==> src/rtl/oled_spi_timer.sv <==
// OLED support core: a saturating delay timer and a byte-serial mode-3 SPI transmitter
// sending 1-3 bytes (byte0 first, MSB first) under a level send/rdy handshake.
module oled_spi_timer #(
  parameter int SCLK_DIV = 10
) (
  input  logic        clk,
  input  logic        rst,
  input  logic        clr,
  input  logic [31:0] N,
  output logic        t,
  input  logic [1:0]  numbytes,
  input  logic [23:0] cmd,
  input  logic        send,
  output logic        rdy,
  output logic        sclk,
  output logic        sdo,
  output logic        cs_n
);

  localparam int PW = $clog2(SCLK_DIV) + 1;
  localparam logic [PW-1:0] PH_LAST = PW'(SCLK_DIV - 1);

  typedef enum logic [1:0] {
    S_IDLE = 2'd0,
    S_LOW  = 2'd1,
    S_HIGH = 2'd2
  } state_t;

  logic [31:0]   cnt_q, cnt_d;
  state_t        state_q, state_d;
  logic [23:0]   cmd_q, cmd_d;
  logic [1:0]    nb_q, nb_d;
  logic [2:0]    bit_idx_q, bit_idx_d;
  logic [1:0]    byte_idx_q, byte_idx_d;
  logic [PW-1:0] phase_q, phase_d;
  logic          rdy_q, rdy_d;
  logic          cs_n_q, cs_n_d;
  logic          sclk_q, sclk_d;
  logic          sdo_q, sdo_d;
  logic [4:0]    next_bit_s;
  logic [4:0]    next_byte_s;

  // Timer next count: clear, count up, or saturate at N.
  always_comb begin
    cnt_d = cnt_q;
    if (clr) begin
      cnt_d = 32'd0;
    end else if (cnt_q < N) begin
      cnt_d = cnt_q + 32'd1;
    end else begin
      cnt_d = cnt_q;
    end
  end

  // Expiry is combinational on clr so clearing drops t within the same cycle.
  assign t = !rst && !clr && (cnt_q >= N);

  assign next_bit_s  = {byte_idx_q, bit_idx_q - 3'd1};
  assign next_byte_s = {byte_idx_q + 2'd1, 3'd7};

  // SPI next-state and next-output logic.
  always_comb begin
    state_d    = state_q;
    cmd_d      = cmd_q;
    nb_d       = nb_q;
    bit_idx_d  = bit_idx_q;
    byte_idx_d = byte_idx_q;
    phase_d    = phase_q;
    rdy_d      = rdy_q;
    cs_n_d     = cs_n_q;
    sclk_d     = sclk_q;
    sdo_d      = sdo_q;
    case (state_q)
      S_IDLE: begin
        if (!rdy_q) begin
          // Tail of a zero-byte request: one cycle of rdy low, then idle again.
          rdy_d = 1'b1;
        end else if (send) begin
          cmd_d = cmd;
          nb_d  = numbytes;
          rdy_d = 1'b0;
          if (numbytes != 2'd0) begin
            state_d    = S_LOW;
            cs_n_d     = 1'b0;
            sclk_d     = 1'b0;
            sdo_d      = cmd[7];
            bit_idx_d  = 3'd7;
            byte_idx_d = 2'd0;
            phase_d    = '0;
          end else begin
            state_d = S_IDLE;
          end
        end else begin
          state_d = S_IDLE;
        end
      end
      S_LOW: begin
        if (phase_q == PH_LAST) begin
          phase_d = '0;
          sclk_d  = 1'b1;
          state_d = S_HIGH;
        end else begin
          phase_d = phase_q + {{(PW-1){1'b0}}, 1'b1};
        end
      end
      S_HIGH: begin
        if (phase_q == PH_LAST) begin
          phase_d = '0;
          if (bit_idx_q != 3'd0) begin
            bit_idx_d = bit_idx_q - 3'd1;
            sdo_d     = cmd_q[next_bit_s];
            sclk_d    = 1'b0;
            state_d   = S_LOW;
          end else if (byte_idx_q != (nb_q - 2'd1)) begin
            byte_idx_d = byte_idx_q + 2'd1;
            bit_idx_d  = 3'd7;
            sdo_d      = cmd_q[next_byte_s];
            sclk_d     = 1'b0;
            state_d    = S_LOW;
          end else begin
            state_d = S_IDLE;
            cs_n_d  = 1'b1;
            rdy_d   = 1'b1;
            sdo_d   = 1'b0;
          end
        end else begin
          phase_d = phase_q + {{(PW-1){1'b0}}, 1'b1};
        end
      end
      default: begin
        state_d = S_IDLE;
        rdy_d   = 1'b1;
        cs_n_d  = 1'b1;
        sclk_d  = 1'b1;
        sdo_d   = 1'b0;
      end
    endcase
  end

  // State and output registers; reset aborts any transfer in flight.
  always_ff @(posedge clk or posedge rst) begin
    if (rst) begin
      cnt_q      <= 32'd0;
      state_q    <= S_IDLE;
      cmd_q      <= 24'd0;
      nb_q       <= 2'd0;
      bit_idx_q  <= 3'd0;
      byte_idx_q <= 2'd0;
      phase_q    <= '0;
      rdy_q      <= 1'b1;
      cs_n_q     <= 1'b1;
      sclk_q     <= 1'b1;
      sdo_q      <= 1'b0;
    end else begin
      cnt_q      <= cnt_d;
      state_q    <= state_d;
      cmd_q      <= cmd_d;
      nb_q       <= nb_d;
      bit_idx_q  <= bit_idx_d;
      byte_idx_q <= byte_idx_d;
      phase_q    <= phase_d;
      rdy_q      <= rdy_d;
      cs_n_q     <= cs_n_d;
      sclk_q     <= sclk_d;
      sdo_q      <= sdo_d;
    end
  end

  assign rdy  = rdy_q;
  assign cs_n = cs_n_q;
  assign sclk = sclk_q;
  assign sdo  = sdo_q;

endmodule

==> config.mk <==
export PLATFORM = sky130hd
export DESIGN_NAME = oled_spi_timer
export DESIGN_NICKNAME = d
export VERILOG_FILES = /design/src/rtl/oled_spi_timer.sv
export SDC_FILE = /design/constraint.sdc
export NUM_CORES = 1
export LEC_CHECK = 0
export BUFFER_PORTS_ARGS = -buffer_cell sky130_fd_sc_hd__buf_2
export CORE_MARGIN = 3
export CORE_UTILIZATION = 43
export CTS_CLUSTER_SIZE = 28
export DETAILED_ROUTE_END_ITERATION = 6
export PLACE_DENSITY = 0.72
export SLEW_MARGIN = 15
export SYNTH_ARGS = -nofsm -noshare
export SYNTH_HDL_FRONTEND = slang
export SYNTH_SLANG_ARGS = --single-unit
==> constraint.sdc <==
create_clock -name clk -period 3.9 [get_ports clk]
set_input_delay 0.78 -clock clk [delete_from_list [all_inputs] [get_ports clk]]
set_output_delay 0.78 -clock clk [all_outputs]
set_load 0.01 [all_outputs]
==> results.json <==
{
  "run_status": "complete, no violations",
  "global_route.usage.total_pct": 17.6,
  "cts_tree": "yes",
  "syn-mean-instance-area_um2": 9.59,
  "coreArea_mm2": 0.0105,
  "ys.flop_type": "dfrtp_1",
  "synth_edf_count": 0,
  "p_int_w": 0.00118,
  "first_global_vias": 3927,
  "dp_hpwl_mm": 7.91,
  "cts.repair.resized": 0,
  "instances_no_fill": 702,
  "critPathRequiredTime_ns": 3.12,
  "worstPathArrival_ns": 2.74,
  "antenna_found_initial": 0,
  "num_io_pins": 67,
  "path_class": "input pin to output pin",
  "fmax_mhz": 284,
  "yosysUniqueCellTypes": 53,
  "synth_top_cell_area_share_pct": 37.5,
  "port_buffers": 66,
  "synthToLayoutAreaGrowth_pct": 15.0,
  "dpl-instance-area_mm2": 0.00522,
  "fp-row-count": 37,
  "hp-class": "register to register",
  "dpl.cell_count": 686,
  "stdcell_area_mm2": 0.00545,
  "use_met1_pct": 24.1,
  "rsz0062_at_grt": "no",
  "die_h_um": 111,
  "p_leak_nw": 2.74,
  "vdd_drop_max_uv": 188,
  "grt_pass1_wl_mm": 18.3,
  "worst_pin_slew_ns": 0.828,
  "drv_slew": 0,
  "fp.dieArea_mm2": 0.0123,
  "wl_per_cell_um": 14.9,
  "grt_use_met3_pct": 2.46,
  "vias": 3790,
  "insertion_delay_ns": 0.34,
  "place_congestion": 0.807,
  "clockPowerShare_pct": 43.5,
  "finalClockSkew_ns": 0.0104,
  "wl_mm": 10.4,
  "switchingPower_w": 0.000367,
  "ys_seq_area_share_pct": 39.2,
  "grt_max_degree": 44,
  "slew_headroom_pct": 44.7,
  "start_kind": "input pin",
  "avgViaCountPerCell": 5.40,
  "ant_nets": 0,
  "cts_sinks": 74,
  "dieWidth_um": 111,
  "postCtsSetupRepairBufs": 0,
  "setup_viol": 0,
  "crit_path_max_incr_delay_ns": 0.40,
  "ctsLongestPathBuffers": 2,
  "cts_hold_buf": 0,
  "antennaDiodeCount": 0,
  "end_kind": "output pin",
  "crit_top_cell": "buf_2",
  "drc": 0,
  "busiest_layer": "met2",
  "netlist_area_mm2": 0.00474,
  "cts_made_buffers": 9,
  "seqPwrFrac_pct": 50.0,
  "clockRootBuffer": "clkbuf_8",
  "power_frac_comb_pct": 6.5,
  "path_max_fanout": 4,
  "period_minus_slack_ns": 3.52,
  "path_cells": "buf_2, inv_1, ha_1, nand4_1, or2_2, or3_1, a31oi_2, or2_1, a31oi_1, nor3_1, buf_2",
  "synth_area_leader_cell": "dfrtp_1",
  "yosys_warnings": 0,
  "dr.pass1.iters": 4,
  "met2_usage_pct": 29.0,
  "ys_top_cells_by_area": "dfrtp_1 38%, ha_1 11%, mux2_2 8.3%",
  "maxCapViolations": 0,
  "crit_path_top_delay_cell": "or3_1",
  "final_hold_viol_count": 0,
  "dr.first_iter.drc_count": 182,
  "power_w": 0.00154,
  "async_flop_share_pct": 100,
  "htreeDepth": 3,
  "fillers": 963,
  "fin_crit_sh_pct": 90.2,
  "path_clk_slew_ns": 0.09,
  "synthesis.nets": 597,
  "drive_above_1_share_pct": 25.8,
  "initial_core_util_pct": 45.1,
  "tns_ns": 0,
  "synth-seq-cells": 74,
  "power_per_cell_area_mw_per_mm2": 284,
  "switching_share_pct": 23.7,
  "fin_nets": 664,
  "gr-total-overflow": 0,
  "synthCells": 494,
  "hold_slack_ns": 0.479
}
-- metrics by stage --
stage                     util [%]  worst slack (ns)
after floorplan                  -             0.211
after global placement        49.7             0.413
after detailed placement      49.7             0.360
after CTS                     51.8             0.353
after global routing          51.8             0.166
final                         51.8             0.383
-- sequential cells by signal, indices dropped and copies added, names as in the netlist --
signal / flops
bit_idx_q: 3
sclk: 1
nb_q: 2
phase_q: 5
cnt_q: 32
state_q: 2
cs_n: 1
rdy: 1
sdo: 1
cmd_q: 24
byte_idx_q: 2
-- worst paths after layout --
path	from	to	slack, ns	cells past startpoint
max in group asynchronous	rst	cmd_q[18]	2.49	3
min in group asynchronous	rst	cnt_q[16]	0.60	2
worst min register to register	sclk	sclk	0.48	2
worst max-delay path	N[30]	t	0.38	11
worst min-delay path	sclk	sclk	0.48	2
worst max register to register	cnt_q[11]	cnt_q[16]	0.88	9
-- cell families (layout without fill, tap and decap cells) --
family          Yosys count  in the layout  synth area share [%]
compound gates           79             79                  9.85
xor+xnor                 16             16                  2.96
fa+ha+maj                41             41                  10.8
buf+inv                  66            138                  5.39
flops                    74             74                  39.2
mux                      50             50                  13.4
simple gates            168            168                  18.4
-- layer usage --
layer | vias to the layer above | wire length [um]
li1 | 1872 | -
met1 | 1832 | 4750
met4 | 0 | 103
met3 | 8 | 502
met2 | 78 | 5080
met5 | - | 0
-- power groups by stage --
| stage | clock network [W] | logic [W] | registers [W] |
|---|---|---|---|
| finish | 0.000671 | 0.000100 | 0.000773 |
| global placement | 0 | 0.0000979 | 0.000788 |
| CTS | 0.000687 | 0.000103 | 0.000773 |
| global route | 0.000725 | 0.000116 | 0.000774 |
| detailed placement | 0 | 0.000103 | 0.000788 |
| floorplan | 0 | 0.0000527 | 0.000787 |
-- final cells by class --
class | instances | area [um2] | area share, %
Sequential cell | 74 | 1860 | 34.1
Inverter | 48 | 180 | 3.31
Clock inverter | 7 | 100 | 1.84
Clock buffer | 9 | 124 | 2.27
Multi-Input combinational cell | 354 | 2630 | 48.2
Tap cell | 136 | 170 | 3.12
Timing Repair Buffer | 74 | 390 | 7.17
-- Yosys cell counts, types with 9 or more instances --
cell / number
mux2_2: 35
nor3_1: 13
o21ai_0: 19
nor2b_1: 12
ha_1: 41
xnor2_1: 15
nand2_1: 35
a21oi_1: 36
nand4_1: 9
inv_1: 48
clkbuf_1: 14
dfrtp_1: 71
nor2_1: 41
nand3_1: 19
-- layout by cell type (no fill, tap or decap), drive strengths merged, types with 20 or more instances in the layout --
cell   count
buf       74
dfrtp     71
inv       50
nor2      41
ha        41
mux2      39
a21oi     36
nand2     35
o21ai     21
nand3     20
-- worst max-delay path, delay by kind of cell --
kind | cells | cell delay, ns
AOI/OAI and AO/OA | 2 | 0.21
adders and majority gates | 1 | 0.31
buffers and inverters | 3 | 0.27
and+or+nand+nor | 5 | 1.17
(Power assumes the default switching activity.)
